### src/rtl/rs232_txq.sv
// Byte transmit queue feeding the RS232 transmitter via its start/data/rdy handshake.
// Optional occupancy output enabled by defining RS232_TXQ_LEVEL_EN.
module rs232_txq #(
   parameter int DEPTH_LOG2 = 4
) (
   input  logic                clk,
   input  logic                rst,
   input  logic                wr,
   input  logic [7:0]          wdata,
   input  logic                clr_ovf,
   output logic                full,
   output logic                empty,
   output logic                idle,
   output logic                ovf,
   output logic                tx_start,
   output logic [7:0]          tx_data,
   input  logic                tx_rdy
`ifdef RS232_TXQ_LEVEL_EN
   ,
   output logic [DEPTH_LOG2:0] level
`endif
);

   localparam int DEPTH = 1 << DEPTH_LOG2;
   localparam logic [DEPTH_LOG2:0] PTR_ONE = (DEPTH_LOG2+1)'(1);

   typedef enum logic [1:0] {
      S_IDLE,
      S_START,
      S_GUARD,
      S_WAIT
   } state_t;

   state_t              state_reg;
   logic [DEPTH_LOG2:0] wr_ptr_reg;
   logic [DEPTH_LOG2:0] rd_ptr_reg;
   logic [7:0]          mem [DEPTH];
   logic [7:0]          tx_data_reg;
   logic                tx_start_reg;
   logic                ovf_reg;
   logic                push;
   logic                pop;

   // Extra wrap bit distinguishes full (MSB differs) from empty (identical).
   assign full  = (wr_ptr_reg[DEPTH_LOG2] != rd_ptr_reg[DEPTH_LOG2]) &&
                  (wr_ptr_reg[DEPTH_LOG2-1:0] == rd_ptr_reg[DEPTH_LOG2-1:0]);
   assign empty = (wr_ptr_reg == rd_ptr_reg);
   assign push  = wr & ~full;
   assign pop   = (state_reg == S_IDLE) & ~empty & tx_rdy;
   assign idle  = empty & (state_reg == S_IDLE) & tx_rdy;

   assign ovf      = ovf_reg;
   assign tx_start = tx_start_reg;
   assign tx_data  = tx_data_reg;

`ifdef RS232_TXQ_LEVEL_EN
   assign level = wr_ptr_reg - rd_ptr_reg;
`endif

   // Storage kept free of reset so it maps onto block RAM.
   always_ff @(posedge clk) begin
      if (push) begin
         mem[wr_ptr_reg[DEPTH_LOG2-1:0]] <= wdata;
      end
   end

   always_ff @(posedge clk or posedge rst) begin
      if (rst) begin
         state_reg    <= S_IDLE;
         wr_ptr_reg   <= '0;
         rd_ptr_reg   <= '0;
         tx_data_reg  <= 8'h00;
         tx_start_reg <= 1'b0;
         ovf_reg      <= 1'b0;
      end else begin
         if (push) begin
            wr_ptr_reg <= wr_ptr_reg + PTR_ONE;
         end

         if (wr & full) begin
            ovf_reg <= 1'b1;
         end else if (clr_ovf) begin
            ovf_reg <= 1'b0;
         end

         // GUARD skips one cycle because the transmitter drops rdy a cycle late.
         case (state_reg)
            S_IDLE: begin
               if (pop) begin
                  state_reg    <= S_START;
                  tx_start_reg <= 1'b1;
                  tx_data_reg  <= mem[rd_ptr_reg[DEPTH_LOG2-1:0]];
                  rd_ptr_reg   <= rd_ptr_reg + PTR_ONE;
               end
            end
            S_START: begin
               tx_start_reg <= 1'b0;
               state_reg    <= S_GUARD;
            end
            S_GUARD: begin
               state_reg <= S_WAIT;
            end
            S_WAIT: begin
               if (tx_rdy) begin
                  state_reg <= S_IDLE;
               end
            end
            default: begin
               tx_start_reg <= 1'b0;
               state_reg    <= S_IDLE;
            end
         endcase
      end
   end

endmodule

### config.mk
export PLATFORM = sky130hd
export DESIGN_NAME = rs232_txq
export DESIGN_NICKNAME = d
export VERILOG_FILES = /design/src/rtl/rs232_txq.sv
export SDC_FILE = /design/constraint.sdc
export NUM_CORES = 1
export LEC_CHECK = 0
export CAP_MARGIN = 20
export CORE_MARGIN = 1
export CORE_UTILIZATION = 60
export CTS_CLUSTER_DIAMETER = 120
export DETAILED_ROUTE_END_ITERATION = 8
export GPL_TIMING_DRIVEN = 0
export PLACE_DENSITY = 0.79
export SLEW_MARGIN = 10
export SYNTH_ARGS = -nofsm -noshare
export SYNTH_HDL_FRONTEND = slang
export SYNTH_SLANG_ARGS = --single-unit
### constraint.sdc
create_clock -name clk -period 2.65 [get_ports clk]
set_input_delay 0.53 -clock clk [delete_from_list [all_inputs] [get_ports clk]]
set_output_delay 0.53 -clock clk [all_outputs]
set_load 0.02 [all_outputs]
==> impl_metrics.json, run 1 <==
{
  "dpl.hpwl_um": 7680,
  "multi_input_area_um2": 1670,
  "area_growth_pct": 18.6,
  "num_io_pins": 26,
  "clkPwrFrac_pct": 31.0,
  "start_util_pct": 62.4,
  "grt.overflow.total": 0,
  "row_count": 36,
  "cts_max_path_buffers": 2,
  "critPathArrivalTime_ns": 2.12,
  "grtUsageTotal_pct": 25.2,
  "max-slew-margin-rel_pct": 44.5,
  "synthArstFlopShare_pct": 14.7,
  "min_period_ns": 2.65,
  "pre_cts_slack_ns": -0.171,
  "pwr-share-comb_pct": 32.0,
  "ys_ff_latch": 150,
  "setup_tns_ns": -0.00442,
  "largest_register_ffs": 128,
  "hold_class": "in -> async",
  "fin_nets": 411,
  "p_int_mw": 5.87,
  "power.leakage_nw": 2.56,
  "routed-via-count": 3173,
  "final_area_um2": 7300,
  "switchingPower_mw": 2.60,
  "crit_required_ns": 2.12,
  "via_per_inst": 5.94,
  "cts_sinks": 150,
  "antenna_found_initial": 0,
  "cp_max_fo": 4,
  "clock-skew-final_ns": 0.00578,
  "syn_inst": 341,
  "placed_cells": 500,
  "tightest_slew_ns": 0.831,
  "antenna_left": 0,
  "dieArea_um2": 10700,
  "max_cap_viol_count": 0,
  "syn-num-nets": 364,
  "setup.worst_path.end_class": "output pin",
  "clkSlewWorstSetupHoldPaths_ns": 0.06,
  "register_area_um2": 4400,
  "drive_gt1_share_pct": 23.7,
  "path_cells": "buf_12 > xor2_2 > nor4_4 > and2_4 > and3_4 > buf_6",
  "numCtsBuffers": 17,
  "synth.cell_area_um2": 6160,
  "grt_pass1_vias": 3108,
  "die_w_um": 103,
  "fin_ws_ns": -0.00442,
  "fin_cells": 534,
  "synthDistinctLibCells": 35,
  "root_buffer": "clkbuf_8",
  "routabilityCongestion": 0.893,
  "n_fill_cell": 559,
  "total_power_mw": 8.46,
  "power_density_nw_per_um2": 1160,
  "p_seq_share_pct": 37.0,
  "timing.fmax_ghz": 0.377,
  "diodes": 0,
  "rsz0062_at_grt": "true",
  "cp_top_family": "simple AND/OR/NAND/NOR gates",
  "violations": "negative setup slack",
  "cts_tree": "yes",
  "holdWs_ns": 0.470,
  "worst_path_max_delay_cell": "dfrtp_1",
  "layout_common_cells": "128 x edfxtp_1, 24 x mux4_2, 22 x clkdlybuf4s50_1, 21 x dfrtp_1, 17 x a21oi_1",
  "ctsHoldBuffers": 0,
  "syn_area_per_cell_um2": 18.1,
  "startpoint_type": "flip-flop",
  "synth-main-ff-cell": "edfxtp_1",
  "routed_wl_um": 12100,
  "maxSlewViolCount": 0,
  "worstSkewPairLatency_ns": 0.53,
  "slowest_delay_ns": 0.41,
  "final_common_cell": "edfxtp_1",
  "hold_viol_final": 0,
  "grt_pass1_wl_um": 18000,
  "ys_seq_area_share_pct": 71.4,
  "finalCritPeriodShare_pct": 100,
  "postPlaceCellArea_um2": 6590,
  "status": "complete, but fails checks",
  "grt_max_degree": 23,
  "switching_share_pct": 30.7,
  "critPathBufInv": 2,
  "dr.pass1.iters": 5,
  "drc": 0,
  "yosys_warnings": 0,
  "post-route-util_pct": 74.0,
  "core_area_um2": 9860,
  "synth-edff-count": 128,
  "irDropWorstVdd_uv": 559,
  "htree_levels": 4,
  "post_drt_wl_per_cell_um": 22.7,
  "die_h_um": 103,
  "setup_viol": 1,
  "port_buffers": 25,
  "drtIter0Drc": 214,
  "crit_type": "reg -> out"
}
==> final timing paths <==
| kind | start | endpoint | slack [ns] | cells after the start |
|---|---|---|---|---|
| max in group asynchronous | rst | rd_ptr_reg[3]$_DFFE_PP0P_ | 1.61 | 2 |
| worst min-delay path | rst | tx_data[0]$_DFFE_PP0P_ | 0.47 | 2 |
| worst max-delay path | rd_ptr_reg[1]$_DFFE_PP0P_ | idle | -0.004 | 6 |
| min in group clk | wr_ptr_reg[4]$_DFFE_PP0P_ | wr_ptr_reg[4]$_DFFE_PP0P_ | 0.50 | 1 |
| worst min register to register | wr_ptr_reg[4]$_DFFE_PP0P_ | wr_ptr_reg[4]$_DFFE_PP0P_ | 0.50 | 1 |
| worst max register to register | rd_ptr_reg[2]$_DFFE_PP0P_ | mem[6][2]$_DFFE_PP_ | 0.21 | 7 |
==> layer usage <==
layer | share of wire [%] | up-vias | GRT usage (%)
li1 | - | 1432 | -
met1 | 43 | 1591 | 35.1
met2 | 49 | 131 | 38.9
met3 | 5.8 | 19 | 6.05
met4 | 2.1 | 0 | 10.2
met5 | 0 | - | 0
==> area by class of cell <==
type	count	area share [%]
timing repair buffer	30	3.87
clock inverter	13	3.13
inverter	7	0.360
multi-input combinational	164	22.8
clock buffer	19	5.77
tap	133	2.28
sequential	150	60.2
buffer	18	1.59
==> power groups by stage <==
stage | combinational [mW] | clock [mW] | sequential [mW]
floorplan | 1.77 | 0 | 3.17
global placement | 2.54 | 0 | 3.11
detailed placement | 2.62 | 0 | 3.13
CTS | 2.62 | 2.65 | 3.13
global route | 2.92 | 2.74 | 3.17
finish | 2.71 | 2.62 | 3.13
==> synthesized netlist by cell type, types with 6 or more instances <==
| cell | instances | area [um^2] |
|---|---|---|
| edfxtp_1 | 128 | 3840 |
| clkbuf_1 | 7 | 26.3 |
| inv_1 | 7 | 26.3 |
| mux4_2 | 24 | 541 |
| dfrtp_1 | 22 | 551 |
| a211oi_1 | 8 | 60.1 |
| a21oi_1 | 17 | 85.1 |
| nor2_1 | 13 | 48.8 |
| xor2_1 | 7 | 61.3 |
| mux2i_1 | 9 | 90.1 |
| a2111oi_0 | 8 | 70.1 |
| ha_1 | 10 | 125 |
| nor2b_1 | 16 | 100 |
| mux2_2 | 9 | 101 |
| xnor2_1 | 6 | 52.6 |
==> what timing repair did <==
| item | CTS | global route |
|---|---|---|
| setup buffers | 1 | 3 |
| endpoints found under the setup margin | 11 | 25 |
| gates resized for setup | 12 | 10 |
| hold endpoints to repair | 0 | 0 |
| pin swaps | 1 | 1 |
| gates cloned | 0 | 0 |
==> cell families (layout without fill, tap and decap cells) <==
family / after synthesis / after routing / synth area share, %
compound gates: 39 / 39 / 4.21
xor+xnor: 13 / 13 / 1.85
fa+ha+maj: 10 / 10 / 2.03
buf+inv: 27 / 87 / 2.32
flops: 150 / 150 / 71.4
mux: 43 / 43 / 12.1
simple gates: 59 / 59 / 6.10
No activity file was read; power rests on OpenSTA's default activity.
==> run 2, diff against run 1 <==
--- a/config.mk
+++ b/config.mk
@@ -5,6 +5,7 @@
 export SDC_FILE = /design/constraint.sdc
 export NUM_CORES = 1
 export LEC_CHECK = 0
+export ABC_AREA = 1
 export CAP_MARGIN = 20
 export CORE_MARGIN = 1
 export CORE_UTILIZATION = 60
==> constraint.sdc (replaced) <==
create_clock -name clk -period 3.4 [get_ports clk]
set_input_delay 0.68 -clock clk [delete_from_list [all_inputs] [get_ports clk]]
set_output_delay 0.68 -clock clk [all_outputs]
set_load 0.02 [all_outputs]
==> impl_metrics.json, run 2 <==
{
  "clkSlewWorstSetupHoldPaths_ns": 0.06,
  "yosysMostFrequentCell": "edfxtp_1",
  "fin_nets": 673,
  "final_common_cell": "edfxtp_1",
  "synth-main-ff-cell": "edfxtp_1",
  "post_drt_wl_per_cell_um": 19.0,
  "grt_pass1_wl_um": 23600,
  "critPathArrivalTime_ns": 2.41,
  "setup.worst_path.end_class": "output pin",
  "power_density_nw_per_um2": 895,
  "numCtsBuffers": 17,
  "postCtsResizedCells": 0,
  "syn_area_per_cell_um2": 10.8,
  "pwr-share-comb_pct": 35.2,
  "finalCritPeriodShare_pct": 90.9,
  "switching_share_pct": 36.3,
  "hold_class": "reg -> reg",
  "routed_wl_um": 15200,
  "irDropWorstVdd_uv": 412,
  "synth.cell_area_um2": 6390,
  "power.leakage_nw": 2.94,
  "crit_type": "reg -> out",
  "setup_viol": 0,
  "synth-edff-count": 128,
  "setup_tns_ns": 0,
  "grt_max_degree": 23,
  "status": "complete, no violations",
  "largest_register_ffs": 128,
  "die_h_um": 105,
  "dpl.hpwl_um": 9720,
  "routed-via-count": 4596,
  "dieArea_um2": 11100,
  "htree_levels": 4,
  "cp_max_fo": 8,
  "p_int_mw": 4.27,
  "worstSkewPairLatency_ns": 0.53,
  "antenna_found_initial": 0,
  "grtUsageTotal_pct": 29.5,
  "max-slew-margin-rel_pct": 43.3,
  "ctsHoldBuffers": 0,
  "start_util_pct": 61.9,
  "crit_required_ns": 2.72,
  "clock-skew-final_ns": 0.00688,
  "dr.pass1.iters": 5,
  "die_w_um": 105,
  "timing.fmax_ghz": 0.324,
  "antenna_left": 0,
  "maxSlewViolCount": 0,
  "drc": 0,
  "diodes": 0,
  "yosys_warnings": 0,
  "via_per_inst": 5.77,
  "routabilityCongestion": 0.927,
  "clkPwrFrac_pct": 28.9,
  "core_area_um2": 10300,
  "min_period_ns": 3.09,
  "cts_setup_buffers": 0,
  "port_buffers": 25,
  "root_buffer": "clkbuf_8",
  "row_count": 37,
  "synth_commonest_cells": "128 x edfxtp_1, 118 x nand2_1, 117 x nor2_1",
  "holdWs_ns": 0.535,
  "cts_sinks": 150,
  "syn-num-nets": 615,
  "rsz0062_at_grt": "false",
  "syn_inst": 592,
  "synthDistinctLibCells": 23,
  "startpoint_type": "flip-flop",
  "ys_top_cells_by_area": "edfxtp_1 60%, dfrtp_1 8.6%, nand2_1 6.9%",
  "yosysTopAreaCell": "edfxtp_1",
  "grt.overflow.total": 0,
  "synthArstFlopShare_pct": 14.7,
  "switchingPower_mw": 2.43,
  "grt_pass1_vias": 4540,
  "hold_viol_final": 0,
  "drive_gt1_share_pct": 10.3,
  "area_growth_pct": 17.2,
  "cts_max_path_buffers": 2,
  "max_cap_viol_count": 0,
  "ys_ff_latch": 150,
  "drtIter0Drc": 487,
  "num_io_pins": 26,
  "synth_top_cell_area_share_pct": 60.1,
  "ys_seq_area_share_pct": 68.7,
  "layout_common_cells": "128 x edfxtp_1, 118 x nand2_1, 117 x nor2_1, 58 x o21ai_0, 35 x nand3_1",
  "cts_tree": "yes",
  "p_seq_share_pct": 36.0,
  "tightest_slew_ns": 0.849
}
## run 2: logic make-up (layout without fill, tap and decap cells)
kind of cell | count (synthesis) | in the layout | synth area share, %
compound gates | 77 | 77 | 6.03
simple gates | 289 | 289 | 18.2
buf+inv | 59 | 127 | 4.13
fa+ha+maj | 10 | 10 | 1.96
xor+xnor | 7 | 7 | 0.959
flops | 150 | 150 | 68.7
## run 2: area by class of cell
cell class | count | area [um^2]
plain buffers | 29 | 151
clock buffers | 17 | 414
clock inverters | 12 | 186
fillers | 680 | 2830
inverters | 30 | 113
multi-input cells | 383 | 1740
flip-flops and latches | 150 | 4390
well taps | 136 | 170
repair buffers | 39 | 325
## run 2: final timing paths
check                                           from                   endpoint  slack, ns  cells past startpoint
max                        rd_ptr_reg[1]$_DFFE_PP0P_                       idle       0.31                      8
min                           tx_data[6]$_DFFE_PP0P_     tx_data[6]$_DFFE_PP0P_       0.54                      2
max reg2reg                rd_ptr_reg[1]$_DFFE_PP0P_        mem[5][1]$_DFFE_PP_       0.73                     12
min reg2reg                   tx_data[6]$_DFFE_PP0P_     tx_data[6]$_DFFE_PP0P_       0.54                      2
max in group asynchronous                        rst  wr_ptr_reg[0]$_DFFE_PP0P_       2.25                      2
min in group asynchronous                        rst            ovf$_DFFE_PP0P_       0.63                      2
## run 2: power groups by stage
stage	clock, mW	combinational [mW]	sequential (mW)
after CTS	1.94	2.31	2.41
final	1.94	2.36	2.41
after global routing	2.01	2.60	2.44
after floorplan	0	1.44	2.48
after global placement	0	2.17	2.43
after detailed placement	0	2.24	2.45
## run 2: worst max-delay path: stages (launching register included)
cell and delay (ns):
dfrtp_1 0.35, buf_4 0.18, inv_2 0.10, nand2_1 0.09, nand2_1 0.07, nor2_1 0.18
nand3_1 0.18, nor2_1 0.13, clkdlybuf4s50_1 0.60
## run 2: layer usage
layer	GRT usage, %	part of all wire (%)
met2	48.1	49
met3	6.68	7.8
met5	0	0
met4	12.8	2.5
met1	38.2	41
## run 2: metrics by stage
stage	instance area (um^2)	total power [mW]	util [%]	setup WS [ns]	cells
6_report	7490	6.71	72.6	0.310	796
5_1_grt	7490	7.05	72.6	0.164	796
2_1_floorplan	6390	3.92	-	1.22	592
4_1_cts	7460	6.66	72.2	0.126	790
3_3_place_gp	6810	4.60	66.0	0.417	753
3_5_place_dp	6860	4.69	66.4	0.473	761
==> run 3, diff against run 2 <==
--- a/config.mk
+++ b/config.mk
@@ -5,7 +5,6 @@
 export SDC_FILE = /design/constraint.sdc
 export NUM_CORES = 1
 export LEC_CHECK = 0
-export ABC_AREA = 1
 export CAP_MARGIN = 20
 export CORE_MARGIN = 1
 export CORE_UTILIZATION = 60
==> impl_metrics.json, run 3 (same netlist as run 1, synthesis figures left out) <==
{
  "critPathBufInv": 3,
  "pre_cts_slack_ns": 0.429,
  "antenna_left": 0,
  "r2r_end": "mem[6][4]$_DFFE_PP_",
  "placed_cells": 500,
  "grt_pass1_vias": 3108,
  "post-route-util_pct": 73.5,
  "register_area_um2": 4390,
  "min_period_ns": 3.24,
  "setup.worst_path.end_class": "output pin",
  "max-slew-margin-rel_pct": 25.1,
  "power.leakage_nw": 2.55,
  "crit_type": "reg -> out",
  "routed_wl_um": 12000,
  "min_path_cells": 1,
  "area_growth_pct": 17.7,
  "drc": 0,
  "timing.fmax_ghz": 0.309,
  "path_cells": "clkbuf_2 > xor2_1 > nor4_4 > buf_4 > and2_1 > clkdlybuf4s50_1",
  "worstSkewPairLatency_ns": 0.53,
  "hold_class": "reg -> reg",
  "status": "complete, no violations",
  "postPlaceCellArea_um2": 6590,
  "cp_max_fo": 10,
  "port_buffers": 25,
  "slowest_delay_ns": 0.61,
  "largest_register_ffs": 128,
  "r2r_setup_slack_ns": 0.61,
  "core_area_um2": 9860,
  "dpl.hpwl_um": 7680,
  "cts_tree": "yes",
  "die_h_um": 103,
  "numCtsBuffers": 17,
  "setup_tns_ns": 0,
  "final_common_cell": "edfxtp_1",
  "layout_common_cells": "128 x edfxtp_1, 24 x mux4_2, 24 x clkdlybuf4s50_1, 22 x dfrtp_1, 17 x a21oi_1",
  "tightest_slew_ns": 1.12,
  "routed-via-count": 3160,
  "row_count": 36,
  "htree_levels": 4,
  "clock-skew-final_ns": 0.00597,
  "fin_ws_ns": 0.162,
  "power_density_nw_per_um2": 899,
  "routabilityCongestion": 0.893,
  "dr.pass1.iters": 4,
  "antenna_found_initial": 0,
  "min_to": "wr_ptr_reg[4]$_DFFE_PP0P_",
  "die_w_um": 103,
  "final_area_um2": 7250,
  "startpoint_type": "flip-flop",
  "n_fill_cell": 572,
  "root_buffer": "clkbuf_8",
  "cts_sinks": 150,
  "post_drt_wl_per_cell_um": 22.5,
  "hold_start": "wr_ptr_reg[4]$_DFFE_PP0P_",
  "reg2reg_depth": 7,
  "crit_required_ns": 2.72,
  "rsz0062_at_grt": "false",
  "critPathArrivalTime_ns": 2.56,
  "grt.overflow.total": 0,
  "grtUsageTotal_pct": 25.1,
  "cp.depth": 6,
  "ctsHoldBuffers": 0,
  "dieArea_um2": 10700,
  "fin_nets": 409,
  "timing.rr.start": "rd_ptr_reg[1]$_DFFE_PP0P_",
  "clkSlewWorstSetupHoldPaths_ns": 0.06,
  "start_util_pct": 62.4,
  "grt_pass1_wl_um": 17900,
  "finalCritPeriodShare_pct": 95.2,
  "maxSlewViolCount": 0,
  "num_io_pins": 26,
  "via_per_inst": 5.94,
  "drive_gt1_share_pct": 21.3,
  "fin_cells": 532,
  "worst_path_max_delay_cell": "clkdlybuf4s50_1",
  "cts_max_path_buffers": 2,
  "diodes": 0,
  "drtIter0Drc": 215,
  "setup_viol": 0,
  "grt_max_degree": 23,
  "max_cap_viol_count": 0,
  "irDropWorstVdd_uv": 429,
  "hold_viol_final": 0,
  "multi_input_area_um2": 1630,
  "cp_top_family": "buffers and inverters"
}
==> run 3: cell count changes in the layout (fill, tap and decap cells not counted), sizes merged, moves of 15 or more <==
cell,previous run,this run
buf,32,14
inv,29,7
mux4,0,24
nand2,119,5
nand3,35,0
nor2,118,13
nor2b,0,17
nor3,15,0
o21ai,68,2
==> run 3: power by group <==
group / total, mW / switching (mW) / leakage [nW] / internal [mW]
sequential: 2.42 / 0.133 / 1.41 / 2.29
combinational: 2.05 / 1.15 / 0.825 / 0.906
clock: 2.04 / 0.707 / 0.306 / 1.34
==> run 3: repair_timing <==
item                                    4_1_cts  5_1_grt
buffers inserted                              0        1
gates resized for setup                       0        1
endpoints found under the setup margin        0        1
endpoints found under the hold margin         0        0
==> run 3: layer usage <==
metal	global-route usage [%]	share of wire, %	vias up
li1	-	-	1431
met1	34.3	43	1591
met2	38.7	49	120
met3	6.65	5.6	18
met4	10.9	2.2	0
met5	0	0	-
==> run 3: worst max path at each step <==
| stage | to | from | slack, ns |
|---|---|---|---|
| 2_1_floorplan | mem[5][0]$_DFFE_PP_ | rd_ptr_reg[1]$_DFFE_PP0P_ | 1.03 |
| 3_3_place_gp | mem[5][5]$_DFFE_PP_ | wr | 0.22 |
| 3_5_place_dp | mem[6][6]$_DFFE_PP_ | wr | 0.43 |
| 4_1_cts | idle | rd_ptr_reg[1]$_DFFE_PP0P_ | 0.02 |
| 5_1_grt | full | rd_ptr_reg[3]$_DFFE_PP0P_ | 0.02 |
| 6_report | full | rd_ptr_reg[3]$_DFFE_PP0P_ | 0.16 |
==> run 3: area by class of cell <==
type | instances | share of cell area, %
flip-flops and latches | 150 | 60.6
clock inverters | 13 | 3.16
inverters | 7 | 0.363
clock buffers | 19 | 5.82
well taps | 133 | 2.30
multi-input cells | 164 | 22.5
plain buffers | 19 | 1.55
repair buffers | 27 | 3.66
==> run 3: per-stage QoR <==
stage               hold WS, ns  power [mW]
global route              0.501        6.81
detailed placement        0.487        4.48
floorplan                 0.462        3.85
global placement          0.477        4.41
CTS                       0.499        6.54
finish                    0.497        6.52
